File: src/rtl/bp_pkg.sv
// Shared types for the dynamic branch predictor.
// Counter codes, redirect selects and FSM states.
package bp_pkg;

  typedef enum logic [1:0] {
    SNT = 2'd0,
    WNT = 2'd1,
    WT  = 2'd2,
    ST  = 2'd3
  } cnt_e;

  localparam logic [1:0] REDIR_NONE = 2'b00;
  localparam logic [1:0] REDIR_TGT  = 2'b01;
  localparam logic [1:0] REDIR_SEQ  = 2'b10;

  typedef enum logic {
    INIT = 1'b0,
    RUN  = 1'b1
  } state_e;

  function automatic logic [1:0] sat_upd(
    input logic [1:0] c,
    input logic       taken
  );
    logic [1:0] r;
    r = c;
    if (taken && c != ST)
      r = c + 2'd1;
    else if (!taken && c != SNT)
      r = c - 2'd1;
    return r;
  endfunction

endpackage

File: src/rtl/bp_pht.sv
// Pattern history table of 2-bit saturating counters.
// Async read port; sync write port shared by init and update.
module bp_pht
  import bp_pkg::*;
#(
  parameter int         INDEX_W  = 10,
  parameter logic [1:0] CNT_INIT = 2'b01
) (
  input  logic               clk,
  input  logic               init_we_i,
  input  logic [INDEX_W-1:0] init_idx_i,
  input  logic               upd_we_i,
  input  logic [INDEX_W-1:0] upd_idx_i,
  input  logic               upd_taken_i,
  input  logic [INDEX_W-1:0] rd_idx_i,
  output logic [1:0]         rd_cnt_o
);

  localparam int N = 1 << INDEX_W;

  logic [1:0] mem_q [N];

  // Read-old: a same-cycle update is seen only from the next cycle.
  assign rd_cnt_o = mem_q[rd_idx_i];

  always_ff @(posedge clk) begin
    if (init_we_i)
      mem_q[init_idx_i] <= CNT_INIT;
    else if (upd_we_i)
      mem_q[upd_idx_i] <= sat_upd(mem_q[upd_idx_i], upd_taken_i);
  end

endmodule

File: src/rtl/branch_predict_ctrl.sv
// Branch prediction sequencer: predicts in Decode, resolves in Execute,
// drives redirect/flush on mispredict and keeps resolve statistics.
module branch_predict_ctrl
  import bp_pkg::*;
#(
  parameter int         INDEX_W  = 10,
  parameter int         GHR_W    = 0,
  parameter logic [1:0] CNT_INIT = 2'b01,
  parameter int         STAT_W   = 32
) (
  input  logic              clk,
  input  logic              rst,
  input  logic [31:0]       pcD,
  input  logic              branchD,
  input  logic              flushE,
  input  logic              actual_takenE,
  output logic              predict_takenD,
  output logic              mispredictE,
  output logic [1:0]        redirect_selE,
  output logic              flushFD,
  output logic              flushDE,
  output logic              ready,
  output logic [STAT_W-1:0] stat_branches,
  output logic [STAT_W-1:0] stat_mispredicts
);

  localparam int GHR_LEN = (GHR_W > 0) ? GHR_W : 1;
  localparam logic [INDEX_W-1:0] IDX_LAST = '1;

  state_e             state_q, state_d;
  logic [INDEX_W-1:0] idx_q, idx_d;
  logic [GHR_LEN-1:0] ghr_q, ghr_d;
  logic               validE_q, validE_d;
  logic               predE_q, predE_d;
  logic [INDEX_W-1:0] idxE_q, idxE_d;
  logic [STAT_W-1:0]  nbr_q, nbr_d;
  logic [STAT_W-1:0]  nmis_q, nmis_d;

  logic [INDEX_W-1:0] ghr_ext;
  logic [INDEX_W-1:0] idxD;
  logic [1:0]         cntD;
  logic               init_we;
  logic               upd_we;
  logic               mis;

  logic unused_pc;
  assign unused_pc = ^{pcD[31:INDEX_W+2], pcD[1:0]};

  always_comb begin
    ghr_ext = '0;
    if (GHR_W > 0)
      ghr_ext[GHR_LEN-1:0] = ghr_q;
  end

  assign idxD    = pcD[INDEX_W+1:2] ^ ghr_ext;
  assign init_we = (state_q == INIT);
  assign upd_we  = validE_q && (state_q == RUN);
  assign mis     = validE_q && (actual_takenE != predE_q);

  bp_pht #(
    .INDEX_W  (INDEX_W),
    .CNT_INIT (CNT_INIT)
  ) u_pht (
    .clk         (clk),
    .init_we_i   (init_we),
    .init_idx_i  (idx_q),
    .upd_we_i    (upd_we),
    .upd_idx_i   (idxE_q),
    .upd_taken_i (actual_takenE),
    .rd_idx_i    (idxD),
    .rd_cnt_o    (cntD)
  );

  assign ready            = (state_q == RUN);
  assign predict_takenD   = branchD & ready & cntD[1] & ~mis;
  assign mispredictE      = mis;
  assign flushFD          = mis;
  assign flushDE          = mis;
  assign redirect_selE    = !mis ? REDIR_NONE :
                            actual_takenE ? REDIR_TGT : REDIR_SEQ;
  assign stat_branches    = nbr_q;
  assign stat_mispredicts = nmis_q;

  always_comb begin
    state_d  = state_q;
    idx_d    = idx_q;
    ghr_d    = ghr_q;
    nbr_d    = nbr_q;
    nmis_d   = nmis_q;
    // A resolving mispredict squashes whatever branch sits in Decode.
    validE_d = branchD & ~flushE & ~mis;
    predE_d  = predict_takenD;
    idxE_d   = idxD;
    unique case (state_q)
      INIT: begin
        idx_d = idx_q + 1'b1;
        if (idx_q == IDX_LAST)
          state_d = RUN;
      end
      RUN: begin
        if (upd_we && GHR_W > 0)
          ghr_d = GHR_LEN'({ghr_q, actual_takenE});
      end
      default: state_d = INIT;
    endcase
    if (validE_q) begin
      nbr_d = nbr_q + 1'b1;
      if (mis)
        nmis_d = nmis_q + 1'b1;
    end
  end

  always_ff @(posedge clk or posedge rst) begin
    if (rst) begin
      state_q  <= INIT;
      idx_q    <= '0;
      ghr_q    <= '0;
      validE_q <= 1'b0;
      predE_q  <= 1'b0;
      idxE_q   <= '0;
      nbr_q    <= '0;
      nmis_q   <= '0;
    end else begin
      state_q  <= state_d;
      idx_q    <= idx_d;
      ghr_q    <= ghr_d;
      validE_q <= validE_d;
      predE_q  <= predE_d;
      idxE_q   <= idxE_d;
      nbr_q    <= nbr_d;
      nmis_q   <= nmis_d;
    end
  end

endmodule

File: config.mk
export PLATFORM = sky130hd
export DESIGN_NAME = branch_predict_ctrl
export DESIGN_NICKNAME = d
export VERILOG_FILES = /design/src/rtl/bp_pkg.sv /design/src/rtl/bp_pht.sv /design/src/rtl/branch_predict_ctrl.sv
export SDC_FILE = /design/constraint.sdc
export NUM_CORES = 2
export LEC_CHECK = 0
export CAP_MARGIN = 30
export CELL_PAD_IN_SITES_DETAIL_PLACEMENT = 0
export CELL_PAD_IN_SITES_GLOBAL_PLACEMENT = 2
export CORE_MARGIN = 2
export CORE_UTILIZATION = 50
export CTS_BUF_LIST = sky130_fd_sc_hd__clkbuf_16
export CTS_CLUSTER_DIAMETER = 50
export DETAILED_ROUTE_END_ITERATION = 10
export MAX_ROUTING_LAYER = met4
export PLACE_DENSITY_LB_ADDON = 0.15
export SLEW_MARGIN = 30
export SYNTH_ARGS = -nofsm -noshare
export SYNTH_HDL_FRONTEND = slang
export SYNTH_SLANG_ARGS = --single-unit
File: constraint.sdc
create_clock -name clk -period 47.4 [get_ports clk]
set_clock_uncertainty 0.15 [all_clocks]
set_input_delay 9.48 -clock clk [delete_from_list [all_inputs] [get_ports clk]]
set_output_delay 9.48 -clock clk [all_outputs]
set_load 0.01 [all_outputs]
**Yosys cells after proc, flatten, opt, wreduce, memory -nomap -nowiden**

Memories as Yosys holds them, arrays and structs flattened.
Cells that the tools add are included.

- Add/subtract/negate cells: 5
- Multiply operators: 0
- Div/mod/pow operators: 0
- Magnitude comparators: 0
- Equality and inequality tests: 3
- Shift operators: 0
- Muxes and demuxes: 15
- Bitwise operators: 7
- Reductions and logical operators: 8

Operators with widths:

| cell | number |
|---|---|
| $add 32x1->32 const B | 2 |
| $mux 2 | 7 |
| $add 10x1->10 const B | 1 |
| $eq 10x10->1 const B | 1 |
| $mux 10 | 1 |
| $mux 1 | 7 |
| $and 1x1->1 | 5 |
| $logic_and 1x1->1 | 4 |
| $add 2x1->2 const B | 1 |
| $ne 2x2->1 const B | 1 |
| $not 1->1 | 2 |
| $reduce_and 2->1 | 1 |
| $reduce_bool 2->1 | 1 |
| $reduce_or 2->1 | 1 |
| $sub 2x1->2 const B | 1 |
| $logic_not 1->1 | 1 |
| $ne 1x1->1 | 1 |

- Register bits after elaboration: 87
- Bits in latches: 0
- Memory bits (writable): 2048
- Memory bits (read-only): 0
- Input bits: 37
- Output and inout port bits: 71
- Word-level logic and storage cells: 46
- Memories kept: 1

Memory list:

| name | depth | width | rd ports | clocked after Yosys merged registers in | wr ports | line | source |
|---|---|---|---|---|---|---|---|
| u_pht.mem_q | 1024 | 2 | 2 | 0 | 1 | bp_pht.sv:21 | `logic [1:0] mem_q [N];` |

**Depth between registers and ports, before layout**

An unclocked memory read counts as a cell.

- Depth in word-level cells: 8
- Mapped depth: 21

**Hierarchy**

Synthesis repeated with hierarchy kept, for this count alone.

- Cell total of the unflattened synthesis: 5736
- Area, all modules: 103031.3 µm²

By module, submodules not included:

| module | times used | cells each | area each (µm²) | sequential area each (µm²) |
|---|---|---|---|---|
| bp_pht | 1 | 5428 | 99369.1 | 61499.0 |
| branch_predict_ctrl | 1 | 308 | 3662.3 | 2177.1 |

**Least setup slack after synthesis**

No wires, ideal clock.

- Kind: in2reg
- Start point: input actual_takenE
- End point: memory u_pht.mem_q[0][1], data pin
- Library setup time: 2.773 ns
- Arrival time: 22.250 ns
- Data required time: 44.477 ns
- Setup slack: 22.227 ns
- Stages on the path: 3
- Buffers on the path: 0
- Path through: nand2b_1 > a2111oi_0 > or2_1

- Word-level cells in the longest chain between the ends: 7
- Elaborated cells on any way between the ends: 8
- Those cells by class: mux: 5; reduce/logical: 3

RTL lines:

| what | line | source |
|---|---|---|
| start: declaration | branch_predict_ctrl.sv:16 | `input logic actual_takenE,` |
| $logic_not 1->1 | bp_pkg.sv:29 | `else if (!taken && c != SNT)` |
| $logic_and 1x1->1 | bp_pkg.sv:29 |  |
| $mux 2 | bp_pkg.sv:29 |  |
| $mux 2 * | bp_pkg.sv:27 | `if (taken && c != ST)` |
| $mux 2 * | bp_pht.sv:29 | `else if (upd_we_i)` |
| $mux 2 * | bp_pht.sv:27 | `if (init_we_i)` |
| $mux 2 (no line) * | -- |  |
| end: declaration | bp_pht.sv:21 |  |

Mark *: on every way between the ends. The rest lies on a longest branch, timed or not. The select of a mux whose other input is x is not followed.

**Worst setup path after layout**

- Start point: input pcD[3]
- End point: output predict_takenD

- Word-level cells in the longest chain between the ends: 3

RTL lines:

| what | line | source |
|---|---|---|
| start: declaration | branch_predict_ctrl.sv:13 | `input logic [31:0] pcD,` |
| $mem_v2 1024x2 | -- |  |
| $and 1x1->1 (2 in series) | branch_predict_ctrl.sv:75 | `assign predict_takenD = branchD & ready & cntD[1] & ~mis;` |
| end: declaration | branch_predict_ctrl.sv:17 | `output logic predict_takenD,` |

Every way passes these cells.

==> out/qor.tcl <==
set qor(clk_path_buf_depth) 3
set qor(timing_worst_slew_pin_value_ns) 1.078
set qor(clkSinkCount) 2135
set qor(drt_iter0_drc) 6972
set qor(swShare) 0.2208
set qor(cp-startpoint) {pcD[3]}
set qor(flow.area_growth_from_synthesis_pct) 11.87
set qor(final_util) 0.5623
set qor(worstSetupStartpointType) {primary input}
set qor(dominantRegCellSynth) {sky130_fd_sc_hd__edfxtp_1}
set qor(multi_input_comb_area_sq_um) 29950
set qor(critPathRequiredTime_ns) 37.77
set qor(yosysUniqueCellTypes) 68
set qor(power.share.sequential) 0.502
set qor(endpoint_kind) {output port}
set qor(cts_tree) {built}
set qor(endpoint) {predict_takenD}
set qor(timing.hold.worst.class) {reg2reg}
set qor(period_minus_slack_ns) 25.10
set qor(leakage_uw) 0.03587
set qor(power_density_nw_per_um2) 38.26
set qor(syn_nets) 5459
set qor(fin_setup_tns_ns) 0
set qor(worst-endpoint-arrival_ns) 15.47
set qor(via_count) 54280
set qor(synth_edf_count) 2048
set qor(final.period_utilization) 0.5295
set qor(slew_headroom) 0.2811
set qor(final_common_cell) {sky130_fd_sc_hd__edfxtp_1}
set qor(p_int_uw) 3182
set qor(post-route-drc-count) 0
set qor(peak_clock_frequency_supported_by_timing_mhz) 39.84
set qor(syn_avg_cell_area_sq_um) 17.61
set qor(number_of_gates_resized_after_cts) 0
set qor(layout.filler_cells) 14610
set qor(ff2ff_setup_slack_ns) 37.00
set qor(io_buffer_count) 85
set qor(vias_per_cell) 6.679
set qor(critical_path_buf_inv_count) 5
set qor(synth_sequential_area_ratio) 0.6675
set qor(yosys_warnings) 0
set qor(die_y_um) 440.8
set qor(postCtsSetupBuffers) 0
set qor(grt_max_degree) 261
set qor(yosys-top-cells-area) {sky130_fd_sc_hd__edfxtp_1, sky130_fd_sc_hd__mux4_2, sky130_fd_sc_hd__nor2_1, sky130_fd_sc_hd__dfrtp_1, sky130_fd_sc_hd__mux2i_1}
set qor(antenna_left) 0
set qor(synth_top_area_cell) {sky130_fd_sc_hd__edfxtp_1}
set qor(rows) 160
set qor(regToRegStartpoint) {idxE_q[0]}
set qor(critical_path_peak_fanout) 64
set qor(power.ir.vdd_worst_uv) 38.71
set qor(power.share.combinational) 0.047
set qor(die-area_sq_um) 194300
set qor(buffer_type_at_the_clock_tree_root) {sky130_fd_sc_hd__clkbuf_16}
set qor(antenna_found_initial) 11
set qor(grt_overflow_total) 0
set qor(most-common-layout-cells) {sky130_fd_sc_hd__edfxtp_1, sky130_fd_sc_hd__nor2_1, sky130_fd_sc_hd__mux4_2}
set qor(max_cap_violations) 0
set qor(clkTransAtPathRegs_ns) 0.05
set qor(worstSetupPathType) {in2out}
set qor(fraction_of_final_layout_cells_with_drive_strength_greater_than_1) 0.2571
set qor(ctsHoldBuffers) 0
set qor(crit_chain) {buf_8, buf_4, buf_4, buf_4, mux4_2, mux4_2, mux4_2, mux2i_1, nor2_1, nor3_1, a2111oi_0, a21o_1, clkdlybuf4s50_1}
set qor(later_pin_clock_latency_in_the_skew_report_ns) 0.90
set qor(ys_async_sr_fraction) 0.04075
set qor(post-dp-hpwl_um) 158700
set qor(clock_tree.htree_level_count) 4
set qor(total_track_usage) 0.3074
set qor(detailed_place.area_sq_um) 98760
set qor(drt_pass1_iterations) 5
set qor(routedWlPerCell_um) 35.26
set qor(crit_family) {buffers and inverters}
set qor(r2r-end) {u_pht.mem_q[889][0]}
set qor(die_width_um) 440.8
set qor(ff2ff_path_depth) 19
set qor(cts_made_buffers) 235
set qor(rsz0062_at_grt) {no}
set qor(finalNetCount) 5443
set qor(maxSlewViolCount) 0
set qor(hold_depth) 1
set qor(initial_utilization) 0.5027
set qor(timing.critical_path.slowest_cell_delay_ns) 0.81
set qor(final-seq-area_sq_um) 63700
set qor(cp.depth) 13
set qor(power_switching_uw) 901.4
set qor(placeable_core_area_sq_um) 189800
set qor(floorplan.io_pins) 108
set qor(slowest_cp_cell) {sky130_fd_sc_hd__buf_4}
set qor(hold_viol) 0
set qor(ys_seq_elements) 2135
set qor(globalplace.congestion) 0.8340
set qor(global_route_wire_length_before_repair_um) 405500
set qor(post_synth_instance_area_sq_um) 95400
set qor(run_status) {finished clean}
set qor(postRouteWirelength_um) 286500
set qor(hold_slack_ns) 0.3144
set qor(synth.top_cell.area_share) 0.6447
set qor(p_clk_frac) 0.451
set qor(final_setup_viols) 0
set qor(final_design_area_no_fill_sq_um) 106700
set qor(instance_count_of_the_mapped_netlist) 5417
set qor(first_global_vias) 54480
==> metal layers <==
| metal | track usage | part of all wire |
|---|---|---|
| met2 | 0.4818 | 0.49 |
| met5 | - | 0 |
| met1 | 0.4150 | 0.39 |
| met3 | 0.05065 | 0.084 |
| met4 | 0.1004 | 0.034 |
==> power groups by stage <==
| stage | Combinational, uW | Clock (uW) | Sequential, uW |
|---|---|---|---|
| CTS | 192 | 1860 | 2050 |
| global route | 200 | 1930 | 2050 |
| finish | 192 | 1840 | 2050 |
| floorplan | 126 | 0 | 2090 |
| global placement | 191 | 0 | 2090 |
| detailed placement | 191 | 0 | 2090 |
==> cell usage after synthesis, drive strengths merged, types with 37 or more instances <==
| master | instances |
|---|---|
| mux2i | 162 |
| nor3 | 37 |
| clkbuf | 294 |
| edfxtp | 2048 |
| dfrtp | 87 |
| mux4 | 860 |
| buf | 169 |
| nand2 | 148 |
| a21oi | 43 |
| nand3 | 43 |
| xnor2 | 57 |
| o22ai | 44 |
| o221ai | 54 |
| nor2 | 1089 |
==> area by class of cell <==
cell class,instances,share of cell area
clock buffer,237,0.05557
tap,2511,0.02944
inverter,20,0.0008090
clock inverter,208,0.01756
timing repair buffer,210,0.01892
sequential,2135,0.5969
antenna,7,0.0001641
multi-input combinational,2799,0.2806
==> metrics by stage <==
stage,instances,worst slack (ns),total power [uW]
2_1_floorplan,5417,22.23,2213
3_3_place_gp,7671,22.41,2280
3_5_place_dp,7671,22.40,2280
4_1_cts,8116,22.41,4099
5_1_grt,8124,22.23,4182
6_report,8127,22.30,4083
==> worst min-delay path by stage <==
stage                                     from                    to
final                     stat_mispredicts[31]  stat_mispredicts[31]
after global routing      stat_mispredicts[31]  stat_mispredicts[31]
after CTS                 stat_mispredicts[31]  stat_mispredicts[31]
after detailed placement  stat_mispredicts[31]  stat_mispredicts[31]
after global placement    stat_mispredicts[31]  stat_mispredicts[31]
after floorplan                       idx_q[9]              idx_q[9]
==> state kept, by name, indices dropped and copies added (netlist names) <==
register	count
predE_q	1
stat_mispredicts	32
validE_q	1
stat_branches	32
u_pht.mem_q	2048
idxE_q	10
idx_q	10
ready	1
==> kinds of logic (layout without fill, tap and decap cells) <==
group           count (synthesis)  after routing  share of synthesized area
flops                        2135           2135                     0.6675
compound gates                267            267                    0.01974
xor+xnor                       73             73                   0.006702
simple gates                 1422           1422                    0.06018
buf+inv                       483            675                    0.02402
mux                          1032           1032                     0.2212
fa+ha+maj                       5              5                  0.0006558
other cells                     0              7                          0
Power figures use the tool's default switching activity.
